<file path="src/rtl/mu0_pkg.sv">
// mu0_pkg: shared definitions for the MU0 sequencer slice.
//   - Opcode constants (IR[15:12]) OP_LDA..OP_STP; 8-F are no-ops.
//   - ALU mode constants driven on alu_m.
//   - Sequencer state encoding. ST_WAIT is only reachable when the
//     MU0_STEP_EN build macro is defined.
//   - Y-operand select used between decode and the datapath.
package mu0_pkg;

  localparam logic [3:0] OP_LDA = 4'h0;
  localparam logic [3:0] OP_STA = 4'h1;
  localparam logic [3:0] OP_ADD = 4'h2;
  localparam logic [3:0] OP_SUB = 4'h3;
  localparam logic [3:0] OP_JMP = 4'h4;
  localparam logic [3:0] OP_JGE = 4'h5;
  localparam logic [3:0] OP_JNE = 4'h6;
  localparam logic [3:0] OP_STP = 4'h7;

  localparam logic [1:0] ALU_PASS_Y = 2'b00;
  localparam logic [1:0] ALU_ADD    = 2'b01;
  localparam logic [1:0] ALU_INC    = 2'b10;
  localparam logic [1:0] ALU_SUB    = 2'b11;

  typedef enum logic [1:0] {
    ST_FETCH = 2'd0,
    ST_EXEC  = 2'd1,
    ST_HALT  = 2'd2,
    ST_WAIT  = 2'd3
  } state_t;

  typedef enum logic [1:0] {
    YSEL_ZERO  = 2'd0,
    YSEL_RDATA = 2'd1,
    YSEL_ADDR  = 2'd2
  } ysel_t;

endpackage

</file>
<file path="src/rtl/mu0_decode.sv">
// mu0_decode: combinational control for the MU0 sequencer. Maps the
// current state, opcode and ACC flags onto memory request controls, ALU
// mode/operand selects, register load enables and the next state.
// Build macro: MU0_STEP_EN adds the step input and routes completed
// instructions through ST_WAIT.
// Ports:
//   state      in   current sequencer state
//   opcode     in   IR[15:12]
//   acc_zero   in   ACC == 0
//   acc_neg    in   ACC[15]
//   mem_ack    in   memory handshake acknowledge
//   step       in   (MU0_STEP_EN only) leave WAIT
//   req, wr    out  memory request / write
//   alu_m      out  ALU mode
//   use_pc     out  1 = PC drives alu_x and mem_addr (fetch)
//   ysel       out  alu_y source
//   ld_ir, ld_pc, ld_acc  out  register load enables
//   next_state out  state for the next cycle
module mu0_decode
  import mu0_pkg::*;
(
  input  state_t      state,
  input  logic [3:0]  opcode,
  input  logic        acc_zero,
  input  logic        acc_neg,
  input  logic        mem_ack,
`ifdef MU0_STEP_EN
  input  logic        step,
`endif
  output logic        req,
  output logic        wr,
  output logic [1:0]  alu_m,
  output logic        use_pc,
  output ysel_t       ysel,
  output logic        ld_ir,
  output logic        ld_pc,
  output logic        ld_acc,
  output state_t      next_state
);

  // Where a completed (non-STP) instruction goes next.
`ifdef MU0_STEP_EN
  localparam state_t ST_DONE = ST_WAIT;
`else
  localparam state_t ST_DONE = ST_FETCH;
`endif

  always_comb begin
    req        = 1'b0;
    wr         = 1'b0;
    alu_m      = ALU_PASS_Y;
    use_pc     = 1'b0;
    ysel       = YSEL_ZERO;
    ld_ir      = 1'b0;
    ld_pc      = 1'b0;
    ld_acc     = 1'b0;
    next_state = state;

    case (state)
      ST_FETCH: begin
        req    = 1'b1;
        use_pc = 1'b1;
        alu_m  = ALU_INC;
        if (mem_ack) begin
          ld_ir      = 1'b1;
          ld_pc      = 1'b1;
          next_state = ST_EXEC;
        end
      end

      ST_EXEC: begin
        case (opcode)
          OP_LDA, OP_ADD, OP_SUB: begin
            req  = 1'b1;
            ysel = YSEL_RDATA;
            if (opcode == OP_ADD)      alu_m = ALU_ADD;
            else if (opcode == OP_SUB) alu_m = ALU_SUB;
            else                       alu_m = ALU_PASS_Y;
            if (mem_ack) begin
              ld_acc     = 1'b1;
              next_state = ST_DONE;
            end
          end
          OP_STA: begin
            req = 1'b1;
            wr  = 1'b1;
            if (mem_ack) next_state = ST_DONE;
          end
          // Branches pass S through the ALU; the flags reflect ACC as held
          // at the start of EXEC because ACC is not written this cycle.
          OP_JMP, OP_JGE, OP_JNE: begin
            ysel = YSEL_ADDR;
            if (opcode == OP_JMP)      ld_pc = 1'b1;
            else if (opcode == OP_JGE) ld_pc = ~acc_neg;
            else                       ld_pc = ~acc_zero;
            next_state = ST_DONE;
          end
          OP_STP:  next_state = ST_HALT;
          default: next_state = ST_DONE;
        endcase
      end

      ST_HALT: next_state = ST_HALT;

`ifdef MU0_STEP_EN
      ST_WAIT: if (step) next_state = ST_FETCH;
`endif

      default: next_state = ST_FETCH;
    endcase
  end

endmodule

</file>
<file path="src/rtl/mu0_sequencer.sv">
// mu0_sequencer: MU0 fetch/execute control with the architectural
// registers PC, IR and ACC. Drives the external ALU (alu_x/alu_y/alu_m),
// registers its result alu_q, and runs a req/ack handshake to a
// single-port 16-bit memory.
// Build macro: MU0_STEP_EN adds input step; after each completed
// instruction (except STP) the sequencer idles until step is seen high.
// Ports:
//   Clk, Reset       clock; synchronous active-high reset
//   step             (MU0_STEP_EN only) single-step advance
//   mem_req/mem_wr/mem_addr/mem_wdata  memory request side
//   mem_ack/mem_rdata                  memory response side
//   alu_x/alu_y/alu_m                  ALU operands and mode
//   alu_q                              ALU result
//   halted, dbg_pc, dbg_acc            status / debug
module mu0_sequencer
  import mu0_pkg::*;
#(
  parameter logic [11:0] RESET_PC = 12'h000
) (
  input  logic        Clk,
  input  logic        Reset,
`ifdef MU0_STEP_EN
  input  logic        step,
`endif
  output logic        mem_req,
  output logic        mem_wr,
  output logic [11:0] mem_addr,
  output logic [15:0] mem_wdata,
  input  logic        mem_ack,
  input  logic [15:0] mem_rdata,
  output logic [15:0] alu_x,
  output logic [15:0] alu_y,
  output logic [1:0]  alu_m,
  input  logic [15:0] alu_q,
  output logic        halted,
  output logic [11:0] dbg_pc,
  output logic [15:0] dbg_acc
);

  state_t      state;
  state_t      next_state;
  logic [11:0] pc;
  logic [15:0] ir;
  logic [15:0] acc;

  logic        req;
  logic        wr;
  logic        use_pc;
  ysel_t       ysel;
  logic        ld_ir;
  logic        ld_pc;
  logic        ld_acc;

  mu0_decode u_decode (
    .state      (state),
    .opcode     (ir[15:12]),
    .acc_zero   (acc == 16'h0000),
    .acc_neg    (acc[15]),
    .mem_ack    (mem_ack),
`ifdef MU0_STEP_EN
    .step       (step),
`endif
    .req        (req),
    .wr         (wr),
    .alu_m      (alu_m),
    .use_pc     (use_pc),
    .ysel       (ysel),
    .ld_ir      (ld_ir),
    .ld_pc      (ld_pc),
    .ld_acc     (ld_acc),
    .next_state (next_state)
  );

  // Reset cuts the request in the same cycle so an in-flight transfer is
  // abandoned. Load enables only assert in request states on ack, or in
  // branch EXEC cycles, so a stray ack with no request has no effect.
  always_ff @(posedge Clk) begin
    if (Reset) begin
      state <= ST_FETCH;
      pc    <= RESET_PC;
      ir    <= 16'h0000;
      acc   <= 16'h0000;
    end else begin
      state <= next_state;
      if (ld_ir)  ir  <= mem_rdata;
      if (ld_pc)  pc  <= alu_q[11:0];
      if (ld_acc) acc <= alu_q;
    end
  end

  always_comb begin
    mem_req   = req & ~Reset;
    mem_wr    = wr;
    mem_addr  = use_pc ? pc : ir[11:0];
    mem_wdata = acc;
    alu_x     = use_pc ? {4'b0000, pc} : acc;
    case (ysel)
      YSEL_RDATA: alu_y = mem_rdata;
      YSEL_ADDR:  alu_y = {4'b0000, ir[11:0]};
      default:    alu_y = 16'h0000;
    endcase
    halted    = (state == ST_HALT) & ~Reset;
    dbg_pc    = pc;
    dbg_acc   = acc;
  end

endmodule

</file>
<file path="config.mk">
export PLATFORM = sky130hd
export DESIGN_NAME = mu0_sequencer
export DESIGN_NICKNAME = d
export VERILOG_FILES = /design/src/rtl/mu0_pkg.sv /design/src/rtl/mu0_decode.sv /design/src/rtl/mu0_sequencer.sv
export SDC_FILE = /design/constraint.sdc
export NUM_CORES = 1
export LEC_CHECK = 0
export BUFFER_PORTS_ARGS = -buffer_cell sky130_fd_sc_hd__buf_4
export CAP_MARGIN = 20
export CELL_PAD_IN_SITES_DETAIL_PLACEMENT = 0
export CELL_PAD_IN_SITES_GLOBAL_PLACEMENT = 1
export CORE_MARGIN = 1.5
export CORE_UTILIZATION = 31
export CTS_CLUSTER_DIAMETER = 120
export DETAILED_ROUTE_END_ITERATION = 16
export PLACE_DENSITY = 0.86
export SLEW_MARGIN = 20
export SYNTH_ARGS = -nofsm -noshare
export SYNTH_HDL_FRONTEND = slang
export SYNTH_SLANG_ARGS = --single-unit
</file>
<file path="constraint.sdc">
create_clock -name Clk -period 1.9 [get_ports Clk]
set_input_delay 0.095 -clock Clk [delete_from_list [all_inputs] [get_ports Clk]]
set_output_delay 0.095 -clock Clk [all_outputs]
set_load 0.005 [all_outputs]
</file>
==> results of run 1 <==
metal layers:
metal,part of all wire,up-vias,track usage
met5,0,-,0
li1,-,1300,-
met4,0.0068,0,0.0442
met1,0.47,1176,0.254
met2,0.47,96,0.294
met3,0.056,5,0.0333
cells in the final DEF (no fill, tap or decap), types with 5 or more instances in the layout:
cell,n
and2_1,6
nand2b_1,25
buf_4,138
nor2_1,30
mux2i_1,28
and2_4,5
a22oi_1,8
a21oi_1,19
clkbuf_8,5
dfxtp_1,40
nand2_1,95
buf_6,9
cells by family after synthesis:
family                   count (synthesis)  synth area share
AND/OR/NAND/NOR                        181             0.330
flip-flops                              46             0.365
buffers and inverters                   40            0.0957
AO/OA/AOI/OAI                           34            0.0882
multiplexers                            28             0.111
adder cells (fa/ha/maj)                  2           0.00991
stage by stage:
| step | worst slack (ps) | power [mW] | std cells | utilization | cell area (um2) |
|---|---|---|---|---|---|
| CTS | 0.700 | 2.25 | 550 | 0.473 | 3690 |
| global route | -78.3 | 2.36 | 552 | 0.486 | 3790 |
| detailed placement | -51.0 | 1.64 | 540 | 0.451 | 3520 |
| global placement | -39.0 | 1.63 | 540 | 0.451 | 3520 |
| floorplan | 199 | 1.35 | 331 | - | 2520 |
| finish | 26.8 | 2.24 | 552 | 0.486 | 3790 |
critical path, stage by stage (launching register included):
cell	delay [ps]
dfxtp_4	370
nor4b_4	290
and2_4	200
inv_1	60
ha_4	210
a22oi_1	160
nor2_1	60
buf_4	130
power by group:
| group | leakage (nW) | internal (mW) | switching [mW] | total [mW] |
|---|---|---|---|---|
| registers | 0.380 | 1.02 | 0.0564 | 1.07 |
| clock network | 0.0373 | 0.253 | 0.322 | 0.575 |
| logic | 1.50 | 0.319 | 0.275 | 0.595 |
| total | 1.92 | 1.59 | 0.654 | 2.24 |
synth_stat cells (all sizes together):
library cell / n
dfxtp: 46
or2: 1
inv: 4
mux2i: 28
nor4b: 1
nor2: 32
nand3: 3
a21oi: 19
nand2b: 25
a221oi: 1
ha: 2
o21a: 1
nand2: 97
a2111oi: 1
nor4: 6
nand4: 1
a22oi: 12
nor2b: 2
buf: 25
and2: 11
clkbuf: 11
nor3: 2
final cells by class:
cell class,instances,area (um2)
tap,102,128
clock buffer,6,72.6
multi-input combinational,245,1480
timing repair buffer,148,1160
fill,812,4020
clock inverter,1,7.51
sequential,46,936
inverter,4,15.0
sequential cells by signal (all words and copies together) (netlist names):
| signal | flops |
|---|---|
| ir | 16 |
| dbg_pc | 12 |
| dbg_acc | 16 |
| state | 2 |
what timing repair did:
| item | CTS | global route |
|---|---|---|
| buffers inserted | 2 | 2 |
| endpoints found under the setup margin | 42 | 27 |
| gates resized for setup | 22 | 22 |
| hold buffers | 0 | 0 |
| pin swaps | 4 | 4 |
| gates cloned | 2 | 0 |
path summary, 6_finish.rpt:
kind	endpoint	slack (ps)
setup / recovery	alu_y[11]	30
setup reg to reg	dbg_pc[7]	150
hold reg to reg	ir[0]	480
hold / removal	dbg_acc[13]	20
==> reports/qor.txt, run 1 <==
GRT Util Overall: 0.184
die span in y: 93.2 um
FF-to-FF Start: dbg_acc[6]
hpwl dp: 5760 um
area grow syn2layout: 50.2%
arrival time worst endpoint: 1780 ps
CP startpoint kind: flip-flop
die width: 93.2 um
CTS Sinks: 46
synthesized net count: 368
Slew @ Worst Pin: 569 ps
mapped cell area: 0.00252 mm2
relative slew slack: 0.620
worst vdd ir: 0.275 mV
Tmin final: 1870 ps
Starting Density: 0.323
Hold Fails Final Rpt: 0
Final Skew: 5.57 ps
First-pass DRT Iterations: 4
final wirelength: 8100 um
die area: 0.00869 mm2
antenna viol nets, final: 0
count of boundary I/O pins: 128
Setup-failing EPs final: 0
FF-to-FF path depth: 6
first-pass GRT wire length: 12500 um
vias in the first global route: 2447
post-synthesis sequential area ratio: 0.365
synthesized area per cell: 7.62 um2
RSZ-0062 raised after global routing: yes
CTS tree: done
share of cells above drive strength 1: 0.409
Vias/cell: 4.67
CTS buffer count: 5
Slew Limit Fails: 0
CP endpoint kind: output port
DR WL/cell: 14.7 um
max-cap violation count: 0
LEAKAGE: 1.92 nW
hold path startpoint: alu_q[13]
# DRC: 0
top-area cell type share of the netlist area: 0.365
Yosys top cell by area: dfxtp_1
Critical path origin: ir[14]
Yosys reg bits: 46
hold slack: 24.7 ps
DRT iter0 DRCs: 101
initial antenna violation count: 0
clk_lat worst skew: 290 ps
power per cell area: 591 mW/mm2
core region area: 0.00781 mm2
placer congestion estimate: 0.789
clock root cell: clkbuf_8
Setup TNS: 0 ps
largest cells by area after synthesis: dfxtp_1 36%, nand2_1 14%, mux2i_1 11%
Required @ worst endpoint: 1800 ps
WHS Path Cells: 3
H-tree levels: 2
max frequency: 534 MHz
total grt overflow: 0
Worst-path clk slew: 80 ps
# port buffers: 127
pin count of the biggest net entering global routing: 61
Crit Path Category: flip-flop to output port
status: complete, no violations
Netlist cell types: 29
diode count: 0
ratio of final minimum period to clock period: 0.986
Max Buffers Root-to-Sink: 2
Synth Instances: 331
nets: 487
total number of vias: 2577
cell row count: 32
maximum fanout along the worst path: 12
HP Class: primary input to flip-flop
Yosys warning count: 0
No activity file was read; power rests on OpenSTA's default activity.
==> run 2, diff against run 1 <==
--- a/config.mk
+++ b/config.mk
@@ -5,15 +5,17 @@
 export SDC_FILE = /design/constraint.sdc
 export NUM_CORES = 1
 export LEC_CHECK = 0
+export ABC_AREA = 1
 export BUFFER_PORTS_ARGS = -buffer_cell sky130_fd_sc_hd__buf_4
 export CAP_MARGIN = 20
 export CELL_PAD_IN_SITES_DETAIL_PLACEMENT = 0
 export CELL_PAD_IN_SITES_GLOBAL_PLACEMENT = 1
 export CORE_MARGIN = 1.5
-export CORE_UTILIZATION = 31
+export CORE_UTILIZATION = 30
 export CTS_CLUSTER_DIAMETER = 120
 export DETAILED_ROUTE_END_ITERATION = 16
 export PLACE_DENSITY = 0.86
+export SKIP_CTS_REPAIR_TIMING = 1
 export SLEW_MARGIN = 20
 export SYNTH_ARGS = -nofsm -noshare
 export SYNTH_HDL_FRONTEND = slang
==> reports/qor.txt, run 2 <==
status: complete, but fails checks
failing checks: negative setup slack
total number of vias: 2826 (+9.7%)
H-tree levels: 2 (unchanged)
Placement Setup Slack: 89.7 ps (+141 ps)
top-area cell type share of the netlist area: 0.356 (-0.00934)
final wirelength: 8540 um (+5.4%)
die span in y: 95.9 um (+2.9%)
LEAKAGE: 1.83 nW (-4.6%)
Netlist cell types: 21 (-28%)
total grt overflow: 0 (unchanged)
Multi-input gate area: 0.00135 mm2 (-8.7%)
CP endpoint kind: output port
commonest non-fill, non-tap cell in the layout: buf_4
relative slew slack: 0.472 (-0.148)
most common cell in the synthesized netlist: nand2_1
antenna viol nets, final: 0 (unchanged)
cell row count: 33 (+3.1%)
Synth Flop Type: dfxtp_1
vias in the first global route: 2487 (+1.6%)
diode count: 0 (unchanged)
post-synthesis sequential area ratio: 0.356 (-0.00934)
max frequency: 524 MHz (-1.8%)
nets: 545 (+12%)
initial antenna violation count: 0 (unchanged)
Slew @ Worst Pin: 791 ps (+222 ps)
total power: 2.42 mW (+8.0%)
number of flops mapped to enable cells by yosys: 0 (unchanged)
clk_lat worst skew: 300 ps (about the same)
synthesized net count: 442 (+20%)
synthesized area per cell: 6.40 um2 (-16%)
Worst-path clk slew: 90 ps (about the same)
pin count of the biggest net entering global routing: 48 (-21%)
commonest cells after routing, fill and taps aside: 131 x buf_4, 105 x nand2_1, 75 x nor2_1
First-pass DRT Iterations: 4 (unchanged)
die area: 0.00920 mm2 (+5.9%)
GRT Util Overall: 0.182 (-0.00202)
CP startpoint kind: flip-flop
Post-synth ARST share: 0 (unchanged)
# port buffers: 127 (unchanged)
Hold Fails Final Rpt: 0 (unchanged)
Required @ worst endpoint: 1800 ps (about the same)
RSZ-0062 raised after global routing: yes
clock root cell: clkbuf_8
CTS buffer count: 5 (unchanged)
Crit Path Category: flip-flop to output port
Yosys reg bits: 46 (unchanged)
commonest cells in the netlist: 105 x nand2_1, 80 x nor2_1, 46 x dfxtp_1, 33 x a21oi_1, 30 x o21ai_0
share of cells above drive strength 1: 0.375 (-0.0336)
Starting Density: 0.312 (-0.0112)
DRT iter0 DRCs: 94 (-6.9%)
arrival time worst endpoint: 1810 ps (+30 ps)
largest cells by area after synthesis: dfxtp_1 36%, nand2_1 15%, nor2_1 12%
Slew Limit Fails: 0 (unchanged)
count of boundary I/O pins: 128 (unchanged)
CTS Sinks: 46 (unchanged)
first-pass GRT wire length: 12800 um (+1.9%)
fillcell total: 876 (+7.9%)
die width: 95.9 um (+2.9%)
HP Class: primary input to flip-flop
# DRC: 0 (unchanged)
power per cell area: 654 mW/mm2 (+11%)
maximum fanout along the worst path: 12 (unchanged)
Final Non-Filler Cells: 614 (+11%)
area grow syn2layout: 42.9%
CTS tree: done
Max Buffers Root-to-Sink: 2 (unchanged)
hpwl dp: 6020 um (+4.5%)
core region area: 0.00830 mm2 (+6.3%)
Synth Instances: 405 (+22%)
mapped cell area: 0.00259 mm2 (+2.6%)
Yosys warning count: 0 (unchanged)
Final Skew: 8.22 ps (+2.65 ps)
Setup-failing EPs final: 1 (+1)
worst vdd ir: 0.272 mV (-0.99%)
final setup margin: -8.20 ps (-35.0 ps)
DR WL/cell: 13.9 um (-5.2%)
FF+latch area: 927 um2 (-0.94%)
max-cap violation count: 0 (unchanged)
Vias/cell: 4.60 (-1.4%)
Yosys top cell by area: dfxtp_1
Tmin final: 1910 ps (+35.0 ps)
dpl cells: 603 (+12%)
ratio of final minimum period to clock period: 1.00 (+0.0184)
placer congestion estimate: 0.794 (+0.56%)
==> run 2: changes by cell type in the layout (fill, tap and decap cells not counted), moves of 10 or more <==
cell	before	now
a21oi_2	0	13
inv_1	4	25
nand2b_1	25	0
mux2i_1	28	0
nand2_1	95	105
nor2_1	30	75
nand3_1	2	15
o21ai_0	0	30
==> run 2: power breakdown <==
| group | switching, mW | total [mW] | leakage [nW] | internal [mW] |
|---|---|---|---|---|
| Clock | 0.371 | 0.630 | 0.0441 | 0.259 |
| Sequential | 0.0675 | 1.11 | 0.380 | 1.04 |
| Combinational | 0.354 | 0.685 | 1.40 | 0.330 |
| Total | 0.793 | 2.42 | 1.83 | 1.63 |
==> run 2: metal layers <==
metal | GRT usage | vias up | part of all wire
met5 | 0 | - | 0
li1 | - | 1445 | -
met2 | 0.308 | 96 | 0.48
met4 | 0.0466 | 0 | 0.014
met1 | 0.231 | 1275 | 0.44
met3 | 0.0411 | 10 | 0.061
==> run 2: critical path, stage by stage (launching register included) <==
cell	delay [ps]
dfxtp_2	360
nand2_1	90
inv_1	80
nor3_4	270
ha_2	250
buf_8	140
nand2_1	80
a21oi_2	130
buf_4	120
==> run 2: path summary, 6_finish.rpt <==
kind	to	start	slack [ps]	cells after the start
min	dbg_pc[6]	alu_q[6]	10	3
max	alu_y[0]	ir[13]	-8	8
max reg2reg	ir[10]	state[1]	340	6
min reg2reg	ir[14]	ir[14]	490	2
==> run 2: cell type report <==
| type | instances | share of cell area |
|---|---|---|
| tap | 105 | 0.0355 |
| inverter | 34 | 0.0345 |
| multi-input combinational | 284 | 0.364 |
| clock inverter | 3 | 0.00575 |
| sequential | 46 | 0.250 |
| timing repair buffer | 137 | 0.291 |
| clock buffer | 5 | 0.0186 |
==> run 2: through the flow <==
step                hold WS, ps  setup TNS [ps]  area [um2]   util
global placement            293               0        3490  0.421
detailed placement          294               0        3490  0.421
floorplan                   164               0        2590      -
CTS                       -35.4           -3600        3580  0.432
finish                     11.9           -8.20        3700  0.446
global route               6.44           -1140        3700  0.446
==> run 2: logic make-up after synthesis <==
group / Yosys count / share of synthesized area
AOI/OAI and AO/OA: 72 / 0.151
and+or+nand+nor: 210 / 0.334
DFF: 46 / 0.356
adders and majority gates: 2 / 0.00966
buffers and inverters: 75 / 0.150
